===== src/rtl/alu_pkg.sv =====
`default_nettype none
// ============================================================================
// Module      : alu_pkg
// Description : Shared opcode encodings and datapath width for alu_core and
//               alu_comb. The extended encodings are used only when
//               ALU_EXT_OPS_EN is defined.
// Revision    : 1.0 - initial release
// ============================================================================
package alu_pkg;

    localparam int DATA_W = 32;

    localparam logic [3:0] OP_AND  = 4'b0000;
    localparam logic [3:0] OP_OR   = 4'b0001;
    localparam logic [3:0] OP_ADD  = 4'b0010;
    localparam logic [3:0] OP_XOR  = 4'b0011;
    localparam logic [3:0] OP_SLL  = 4'b0100;
    localparam logic [3:0] OP_SRL  = 4'b0101;
    localparam logic [3:0] OP_SUB  = 4'b0110;
    localparam logic [3:0] OP_SLT  = 4'b0111;
    localparam logic [3:0] OP_SRA  = 4'b1000;
    localparam logic [3:0] OP_SLTU = 4'b1001;
    localparam logic [3:0] OP_NOR  = 4'b1100;

endpackage : alu_pkg
`default_nettype wire


===== src/rtl/alu_comb.sv =====
`default_nettype none
// ============================================================================
// Module      : alu_comb
// Description : Purely combinational ALU datapath: result and signed overflow
//               from two operands and an opcode. Defining ALU_EXT_OPS_EN adds
//               XOR, SLL, SRL, SRA and SLTU.
// Revision    : 1.0 - initial release
// ============================================================================
module alu_comb
    import alu_pkg::*;
#(
    parameter int DATA_W = alu_pkg::DATA_W
) (
    input  logic [DATA_W-1:0] i_oprd1,
    input  logic [DATA_W-1:0] i_oprd2,
    input  logic [3:0]        i_op,
    output logic [DATA_W-1:0] o_result,
    output logic              o_overflow
);

    localparam int MSB = DATA_W - 1;

    logic [DATA_W-1:0] w_sum;
    logic [DATA_W-1:0] w_diff;
    logic              w_slt;
    logic              w_add_ovf;
    logic              w_sub_ovf;

    assign w_sum  = i_oprd1 + i_oprd2;
    assign w_diff = i_oprd1 - i_oprd2;
    assign w_slt  = ($signed(i_oprd1) < $signed(i_oprd2));

    // Overflow is derived from operand/result sign bits only.
    assign w_add_ovf = (i_oprd1[MSB] == i_oprd2[MSB]) && (w_sum[MSB]  != i_oprd1[MSB]);
    assign w_sub_ovf = (i_oprd1[MSB] != i_oprd2[MSB]) && (w_diff[MSB] != i_oprd1[MSB]);

`ifdef ALU_EXT_OPS_EN
    localparam int SHAMT_W = $clog2(DATA_W);

    logic [SHAMT_W-1:0] w_shamt;
    logic [DATA_W-1:0]  w_sll;
    logic [DATA_W-1:0]  w_srl;
    logic [DATA_W-1:0]  w_sra;
    logic               w_sltu;

    assign w_shamt = i_oprd2[SHAMT_W-1:0];
    assign w_sll   = i_oprd1 << w_shamt;
    assign w_srl   = i_oprd1 >> w_shamt;
    assign w_sra   = $unsigned($signed(i_oprd1) >>> w_shamt);
    assign w_sltu  = (i_oprd1 < i_oprd2);
`endif

    always_comb begin
        o_result   = '0;
        o_overflow = 1'b0;
        case (i_op)
            OP_AND: o_result = i_oprd1 & i_oprd2;
            OP_OR:  o_result = i_oprd1 | i_oprd2;
            OP_ADD: begin
                o_result   = w_sum;
                o_overflow = w_add_ovf;
            end
            OP_SUB: begin
                o_result   = w_diff;
                o_overflow = w_sub_ovf;
            end
            OP_SLT: o_result = {{(DATA_W-1){1'b0}}, w_slt};
            OP_NOR: o_result = ~(i_oprd1 | i_oprd2);
`ifdef ALU_EXT_OPS_EN
            OP_XOR:  o_result = i_oprd1 ^ i_oprd2;
            OP_SLL:  o_result = w_sll;
            OP_SRL:  o_result = w_srl;
            OP_SRA:  o_result = w_sra;
            OP_SLTU: o_result = {{(DATA_W-1){1'b0}}, w_sltu};
`endif
            default: begin
                o_result   = '0;
                o_overflow = 1'b0;
            end
        endcase
    end

endmodule : alu_comb
`default_nettype wire


===== src/rtl/alu_core.sv =====
`default_nettype none
// ============================================================================
// Module      : alu_core
// Description : Single-cycle registered ALU: captures operands when in_valid
//               is high and presents result/zero/overflow one cycle later.
//               Extended opcodes are enabled by defining ALU_EXT_OPS_EN.
// Revision    : 1.0 - initial release
// ============================================================================
module alu_core
    import alu_pkg::*;
#(
    parameter int DATA_W = alu_pkg::DATA_W
) (
    input  logic              clk,
    input  logic              rst_n,
    input  logic              in_valid,
    input  logic [DATA_W-1:0] oprd1,
    input  logic [DATA_W-1:0] oprd2,
    input  logic [3:0]        ALU_Operation,
    output logic [DATA_W-1:0] result,
    output logic              zero,
    output logic              overflow,
    output logic              out_valid
);

    logic [DATA_W-1:0] w_alu_result;
    logic              w_alu_overflow;

    logic [DATA_W-1:0] w_result_d;
    logic              w_zero_d;
    logic              w_overflow_d;
    logic              w_out_valid_d;

    logic [DATA_W-1:0] r_result_q;
    logic              r_zero_q;
    logic              r_overflow_q;
    logic              r_out_valid_q;

    alu_comb #(
        .DATA_W (DATA_W)
    ) u_alu_comb (
        .i_oprd1    (oprd1),
        .i_oprd2    (oprd2),
        .i_op       (ALU_Operation),
        .o_result   (w_alu_result),
        .o_overflow (w_alu_overflow)
    );

    // Idle cycles keep the last result visible and only drop out_valid.
    always_comb begin
        w_result_d    = r_result_q;
        w_zero_d      = r_zero_q;
        w_overflow_d  = r_overflow_q;
        w_out_valid_d = 1'b0;
        if (in_valid) begin
            w_result_d    = w_alu_result;
            w_zero_d      = (w_alu_result == '0);
            w_overflow_d  = w_alu_overflow;
            w_out_valid_d = 1'b1;
        end
    end

    always_ff @(posedge clk) begin
        if (!rst_n) begin
            r_result_q    <= '0;
            r_zero_q      <= 1'b1;
            r_overflow_q  <= 1'b0;
            r_out_valid_q <= 1'b0;
        end else begin
            r_result_q    <= w_result_d;
            r_zero_q      <= w_zero_d;
            r_overflow_q  <= w_overflow_d;
            r_out_valid_q <= w_out_valid_d;
        end
    end

    assign result    = r_result_q;
    assign zero      = r_zero_q;
    assign overflow  = r_overflow_q;
    assign out_valid = r_out_valid_q;

endmodule : alu_core
`default_nettype wire


===== config.mk =====
export PLATFORM = sky130hd
export DESIGN_NAME = alu_core
export DESIGN_NICKNAME = d
export VERILOG_FILES = /design/src/rtl/alu_pkg.sv /design/src/rtl/alu_comb.sv /design/src/rtl/alu_core.sv
export SDC_FILE = /design/constraint.sdc
export NUM_CORES = 1
export LEC_CHECK = 0
export BUFFER_PORTS_ARGS = -buffer_cell sky130_fd_sc_hd__buf_2
export CAP_MARGIN = 20
export CORE_ASPECT_RATIO = 2
export CORE_MARGIN = 2
export CORE_UTILIZATION = 35
export DETAILED_ROUTE_END_ITERATION = 8
export PLACE_DENSITY = 0.52
export SLEW_MARGIN = 20
export SYNTH_ARGS = -nofsm -noshare
export SYNTH_HDL_FRONTEND = slang
export SYNTH_SLANG_ARGS = --single-unit

===== constraint.sdc =====
create_clock -name clk -period 8.95 [get_ports clk]
set_input_delay 0.4475 -clock clk [delete_from_list [all_inputs] [get_ports clk]]
set_output_delay 0.4475 -clock clk [all_outputs]
set_load 0.005 [all_outputs]

After elaboration in Yosys (flattened, before gate mapping). Cells that the tools add are included.

Output and inout port bits: 35. ROM bits: 0. RAM bits: 0. Memories kept: 0. Flip-flop bits (word level): 35. Bits in latches: 0. Input port bits: 71.

Shift operators: 0. Multiply operators: 0. Bitwise operators: 3. Order comparisons: 1. Muxes and demuxes: 3. Equal/unequal tests: 9. Reduce and logical (&&, ||, !) cells: 4. Divide/modulo/power cells: 0. $add $sub $neg: 2.

Operators with widths (count): $pmux 32 s6 (1); $add 32x32->32 (1); $and 32x32->32 (1); $logic_not 32->1 (1); $lt 32x32->1 (1); $not 32->32 (1); $or 32x32->32 (1); $sub 32x32->32 (1); $eq 4x3->1 const B (2); $eq 4x1->1 const B (1); $eq 4x2->1 const B (1); $eq 4x4->1 const B (1); $logic_not 4->1 (1); $ne 1x1->1 (3); $logic_and 1x1->1 (2); $pmux 1 s2 (1); $eq 1x1->1 (1); $mux 1 (1).

Logic depth before layout (Yosys ltp). Gate-level depths: netlist of run 1.

Word-level depth: 4. Depth in mapped cells: 14.

Hierarchy. Synthesis of run 1 repeated with hierarchy kept, for this count alone.

Cells, all modules: 874. Area, all modules: 6302.3 µm².

Modules (own cells, without submodules): alu_comb (instances 1, cells each 750, area an instance 4918.5 µm², sequential area each 0.0 µm²); alu_core (instances 1, cells each 124, area an instance 1383.8 µm², sequential area each 700.7 µm²).

Least setup slack after synthesis of run 1. Ideal clock, no wire load.

Path kind: input -> register. From: input oprd1[0]. To: register r_zero_q, in the netlist zero. Setup time: 0.060 ns. Buffers on the path: 0. Stages on the path: 13. Data required time: 8.890 ns. Path slack: 5.415 ns. Arrival: 3.475 ns. Path through: inv_1 > ha_1 > fa_1 > o21bai_1 > nand2_1 > a211oi_1 > nor3_1 > a211oi_1 > o311ai_0 > a211o_1 > or4_1 > nor4b_2 > a311o_1.

Longest elaborated chain between the ends: 4. Elaborated cells between the ends (all ways): 8. Classes of those cells: add/sub: 2; order compare: 1; mux: 1; bitwise: 3; reduce/logical: 1.

RTL lines: start: declaration (RTL line alu_core.sv:17) `input logic [DATA_W-1:0] oprd1,`; parallel branches: the longest is 2 deep, another holds $sub 32x32->32; $pmux 32 s6 (*) (RTL line alu_comb.sv:56) `case (i_op)`; $logic_not 32->1 (*) (RTL line alu_core.sv:57) `w_zero_d = (w_alu_result == '0);`; end signal: assignment (RTL line alu_core.sv:71) `r_zero_q <= w_zero_d;`; end: declaration (RTL line alu_core.sv:35) `logic r_zero_q;`.

Mark *: on every way between the ends. A chain may end at the register's enable or synchronous reset.

Final worst setup path of run 1. Same ends and word-level chain as after synthesis.

==> results_dict.tcl, run 1 <==
set metrics [dict create \
    clk_latency_ns 0.28 \
    numCtsBuffers 5 \
    synth_edf_count 0 \
    fin_area_sq_um 7820 \
    r2r_slack_ns 8.04 \
    crit_required_ns 9.12 \
    async_reset_ff_share_pct 0 \
    first_pass_iters 6 \
    yosys-top-cells-area "ha_1 (18%), dfxtp_1 (10%), nor2_1 (6.8%)" \
    critPathSlowestCell "a211oi_1" \
    synth.distinct_cells 91 \
    grt_max_degree 58 \
    grt_pass1_vias 8021 \
    cts_num_sinks 35 \
    period_share_pct 46.5 \
    drive_gt1_share_pct 15.6 \
    n_antenna_cell 0 \
    synth_ff_type "dfxtp_1" \
    routed.top_layer "met4" \
    yosysMostFrequentCell "nor2_1" \
    synth_cells 988 \
    antenna_found_initial 0 \
    regArea_sq_um 701 \
    cts_hold_buf 0 \
    outcome "finished, final reports clean" \
    multi_input_area_sq_um 5680 \
    htreeDepth 2 \
    cap_violations 0 \
    hold_path_class "reg2reg" \
    path_clk_slew_ns 0.05 \
    layoutNonFillerInstCount 1310 \
    setup_ws_ns 4.79 \
    place.gp.congestion 0.995 \
    synth_top_area_cell "ha_1" \
    slowest_delay_ns 0.44 \
    postCtsResizedCells 0 \
    overflow 0 \
    setup_tns_ns 0 \
    max_slew_margin_pct 42.1 \
    die_w_um 104 \
    ioPinCount 106 \
    ys_top_cells_by_count "nor2_1 (127), ha_1 (102), inv_1 (99), a21oi_1 (71), nand2_1 (59)" \
    drv_slew 0 \
    cp-start-kind "input pin" \
    worstHoldStart "result[25]" \
    synth_top_area_share_pct 18.1 \
    dieArea_sq_um 21300 \
    final-hold-violation-count 0 \
    finClkSkew_ns 0 \
    hold_depth 2 \
    fmax_mhz 240 \
    nNetsFinal 1222 \
    holdWs_ns 0.481 \
    yosys_warnings 0 \
    cts.path.max_buffers 2 \
    critPathArrivalTime_ns 4.33 \
    post_cts_buffers 0 \
    hpwl_mm 24.4 \
    wl_met1_mm 10.1 \
    cp-end-kind "register" \
    clock-root-buffer "clkbuf_16" \
    worst-path-buf-inv 2 \
    syn_nets 1163 \
    dr_wl_met3_mm 1.05 \
    grt_pass1_wl_mm 45.9 \
    ir_worst_vdd_mv 0.0655 \
    grt.total_usage_pct 27.6 \
    postPlaceCellArea_sq_um 7680 \
    powerDensity_nw_per_um2 101 \
    synth_area_per_cell_sq_um 7.12 \
    core_area_sq_um 19800 \
    num_vias 8007 \
    cts_tree "built" \
    power_mw 0.792 \
    finalCoreUtilization_pct 39.5 \
    worst_slew_pin_slew_ns 0.859 \
    drc 0 \
    setup_violations 0 \
    r2r-end "zero" \
    synth_seq_cells 35 \
    grt_setup_unrepaired "false" \
    start_util_pct 35.5 \
    pre_cts_ws_ns 4.56 \
    placementRows 73 \
    syn2layout_area_growth_pct 11.2 \
    drt_wl_total_mm 30.3 \
    wl_per_cell_um 23.1 \
    synth_area_sq_um 7040 \
    numPortBuffers 105 \
    leakagePower_nw 3.66 \
    hold_end "result[25]" \
    first_iter_violations 522 \
    path_cells "buf_2 -> inv_1 -> ha_1 -> fa_1 -> o21bai_1 -> nand2_1 -> a211oi_1 -> nor3_1 -> a211oi_1 -> o21a_1 -> o21ai_0 -> a311o_1 -> a32oi_1 -> nor4b_2 -> a311o_1" \
    dp_cells 1302 \
    via_per_inst 6.11 \
    ant_nets 0 \
    path_delay_family "compound AO/OA/AOI/OAI gates" \
    worstSetupPathType "in2reg" \
    seq_area_frac_synth_pct 9.96 \
    cp_max_fo 5 \
    fp.dieH_um 205 \
    met2_length_mm 16.6 \
    period_needed_ns 4.16 \
    reg2regPathDepth 2 \
    worstReg2RegStart "zero" \
    fill_cells 2222 \
]
## worst register-to-register path, delay by kind of cell, from the launching register on
| family | cells | cell delay, ns |
|---|---|---|
| flops | 1 | 0.33 |
| simple gates | 1 | 0.16 |
| compound gates | 1 | 0.30 |
## flip-flops by register name, indices dropped and copies added (netlist names)
| name | count |
|---|---|
| result | 32 |
| out_valid | 1 |
| overflow | 1 |
| zero | 1 |
## metal layers
metal	vias up	track usage, %
met1	3794	26.5
met5	-	0
met3	125	1.88
met2	322	54.1
met4	0	19.7
li1	3766	-
## worst max-delay path by stage
stage          cells past startpoint  slack, ns  endpoint              from
4_1_cts                           13       4.86      zero  ALU_Operation[1]
3_5_place_dp                      13       4.56      zero  ALU_Operation[0]
6_report                          15       4.79      zero          oprd1[0]
5_1_grt                           15       4.59      zero          oprd2[0]
3_3_place_gp                      13       4.59      zero  ALU_Operation[0]
2_1_floorplan                     13       5.41      zero          oprd1[0]
## report_power, final
| part | leakage [nW] | switching [mW] | internal, mW | total, mW |
|---|---|---|---|---|
| clock | 0.0669 | 0.0675 | 0.103 | 0.170 |
| combinational | 3.30 | 0.290 | 0.156 | 0.446 |
| sequential | 0.289 | 0.00807 | 0.168 | 0.176 |
| total | 3.66 | 0.366 | 0.426 | 0.792 |
## cells by family (layout without fill, tap and decap cells)
group | Yosys count | count (layout) | share of synthesized area [%]
xor gates and xnor gates | 8 | 8 | 0.996
and+or+nand+nor | 322 | 322 | 22.5
AOI/OAI and AO/OA | 343 | 343 | 36.2
DFF | 35 | 35 | 9.96
buffers and inverters | 164 | 224 | 9.96
adders and majority gates | 104 | 104 | 18.7
muxes | 12 | 12 | 1.72
## final cells by class
class / count / share of cell area [%]
timing repair buffer: 113 / 7.49
multi-input combinational: 789 / 72.6
clock buffer: 6 / 1.65
inverter: 103 / 4.94
tap: 262 / 4.19
sequential: 35 / 8.96
clock inverter: 2 / 0.160
## placed cells by master (no fill, tap or decap), types with 7 or more instances in the layout
cell type  count
nor3b_1        7
o211a_1        8
or2_2          7
nand4_1       10
nor2_1       127
o211ai_1      17
a22oi_1        8
inv_1         99
a211oi_1      29
o221ai_1      12
nor2b_1       10
buf_2        105
o31ai_1       14
o2111ai_1      9
ha_1         102
a21o_1        12
a211o_1        7
a221oi_1      11
nor3_1        19
o21ai_0       35
xnor2_1        8
nand2_1       59
a31oi_1        8
mux2i_1       11
buf_4          8
nand3_1       22
o21bai_1       7
a221o_1       21
a21oi_1       71
dfxtp_1       35
nor4_1        15
(Power assumes the default switching activity.)
==> inputs of run 2 (changes only) <==
--- a/config.mk
+++ b/config.mk
@@ -11,7 +11,7 @@
 export CORE_MARGIN = 2
 export CORE_UTILIZATION = 35
 export DETAILED_ROUTE_END_ITERATION = 8
-export PLACE_DENSITY = 0.52
+export PLACE_DENSITY = 0.54
 export SLEW_MARGIN = 20
 export SYNTH_ARGS = -nofsm -noshare
 export SYNTH_HDL_FRONTEND = slang
==> constraint.sdc (replaced) <==
create_clock -name clk -period 3.6 [get_ports clk]
set_input_delay 0.18 -clock clk [delete_from_list [all_inputs] [get_ports clk]]
set_output_delay 0.18 -clock clk [all_outputs]
set_load 0.005 [all_outputs]
==> run 2 against run 1 <==
Net effect: cell area up 23%; clock power rose to 3.0 times the previous value; flip-flop and latch count did not move; non-clock buffer count grew 214; largest power group unchanged; highest routed layer unchanged.
==> results_dict.tcl, run 2 (synthesized netlist as in run 1, its figures left out) <==
set metrics [dict create \
    drt_wl_total_mm 31.9 \
    grt_setup_unrepaired "true" \
    swShare_pct 41.6 \
    hold_path_class "in2reg" \
    drive_gt1_share_pct 31.2 \
    via_per_inst 5.77 \
    fill_cells 2100 \
    antenna_found_initial 0 \
    fp.dieH_um 205 \
    grt_pass1_wl_mm 48.5 \
    path_clk_slew_ns 0.06 \
    first_pass_iters 5 \
    clk_latency_ns 0.28 \
    cap_violations 0 \
    dieArea_sq_um 21300 \
    worstSetupPathType "in2reg" \
    die_w_um 104 \
    setup_violations 0 \
    syn2layout_area_growth_pct 36.5 \
    nNetsFinal 1436 \
    core_area_sq_um 19800 \
    place.gp.congestion 1.05 \
    outcome "finished, final reports clean" \
    cts_num_sinks 35 \
    dp_cells 1515 \
    start_util_pct 35.5 \
    combPwrFrac_pct 60.1 \
    cp_max_fo 3 \
    multi_input_area_sq_um 5800 \
    final-hold-violation-count 0 \
    ioPinCount 106 \
    postPlaceCellArea_sq_um 9310 \
    p_switching_mw 0.990 \
    grt_max_degree 57 \
    ant_nets 0 \
    hpwl_mm 26.4 \
    fmax_mhz 293 \
    placementRows 73 \
    grt.total_usage_pct 29.3 \
    numPortBuffers 105 \
    ir_worst_vdd_mv 0.268 \
    critPathArrivalTime_ns 3.64 \
    layoutNonFillerInstCount 1524 \
    grt_pass1_vias 8970 \
    cts_hold_buf 0 \
    period_needed_ns 3.41 \
    powerDensity_nw_per_um2 248 \
    num_vias 8791 \
    drc 0 \
    clock-root-buffer "clkbuf_16" \
    n_antenna_cell 0 \
    max_slew_margin_pct 41.0 \
    worst_slew_pin_slew_ns 0.877 \
    internal-power_mw 1.39 \
    cts_tree "built" \
    overflow 0 \
    htreeDepth 2 \
    layout_commonest_cell "buf_4" \
    numCtsBuffers 5 \
    first_iter_violations 510 \
    period_share_pct 94.8 \
    pwr-share-seq_pct 18.5 \
    fin_area_sq_um 9600 \
    cts.path.max_buffers 2 \
    clkPwrFrac_pct 21.4 \
    crit_required_ns 3.82 \
    drv_slew 0 \
    regArea_sq_um 701 \
    cp-start-kind "input pin" \
    cp-end-kind "register" \
    leakagePower_nw 4.72 \
    finClkSkew_ns 0 \
    largest_reg_flops 32 \
    mostFrequentLayoutCells "buf_4 (220), nor2_1 (127), buf_2 (105)" \
    wl_per_cell_um 20.9 \
]
-- run 2: changes by cell type in the layout (fill, tap and decap cells not counted), sizes merged --
| cell | delta |
|---|---|
| buf | +214 |
| inv | +1 |
| clkbuf | -1 |
| bufinv | +1 |
| clkinvlp | -1 |
-- run 2: cell type report --
cell class              instances  share of cell area [%]
multi-input cells             789                    60.4
repair buffers                327                    23.1
flip-flops and latches         35                    7.30
inverters                     103                    4.03
well taps                     262                    3.41
clock buffers                   5                    1.30
clock inverters                 3                   0.495
-- run 2: power by group through the flow --
stage               registers (mW)  logic [mW]  clock network [mW]
global route                 0.440        1.55               0.525
CTS                          0.439        1.39               0.514
global placement             0.447        1.38                   0
floorplan                    0.441       0.716                   0
finish                       0.439        1.43               0.510
detailed placement           0.447        1.38                   0
-- run 2: worst max-delay path, stage by stage --
cell,delay [ns]
buf_2,0.09
inv_1,0.05
ha_1,0.22
fa_1,0.39
o21bai_1,0.24
nand2_1,0.14
a21oi_1,0.18
buf_4,0.14
nor2_1,0.08
o31ai_1,0.32
mux2i_1,0.15
a211oi_2,0.30
buf_4,0.17
nand2_1,0.04
or4_1,0.48
nor4b_2,0.26
a311o_1,0.19
-- run 2: worst paths after layout --
path | from | to | slack, ns | cells past startpoint
setup / recovery | oprd1[0] | zero | 0.19 | 17
hold reg to reg | result[23] | result[23] | 0.48 | 2
hold / removal | rst_n | result[8] | 0.22 | 2
setup reg to reg | zero | zero | 2.68 | 2
-- run 2: repair_timing --
action                                 4_1_cts  5_1_grt
endpoints found under the hold margin        0        0
setup endpoints to repair                    0        2
setup buffers                                0        1
resized for setup                            0       21
-- run 2: through the flow --
stage / power, mW / worst slack (ns) / setup TNS (ns) / util, % / hold WS, ns
final: 2.38 / 0.187 / 0 / 48.5 / 0.216
after global routing: 2.51 / 0.00625 / 0 / 48.5 / 0.221
after CTS: 2.34 / 0.0283 / 0 / 47.8 / 0.220
after detailed placement: 1.83 / -0.260 / -0.270 / 46.9 / 0.476
after global placement: 1.83 / -0.260 / -0.260 / 46.9 / 0.474
after floorplan: 1.16 / 0.332 / 0 / - / 0.385
-- run 2: layer usage --
metal  vias up  track usage, %  routed length (um)
met2       300            57.5               17100
met1      4167            27.7               10900
met4         0            22.9                2940
li1       4199               -                   -
met3       125            1.43                 924
met5         -               0                   0
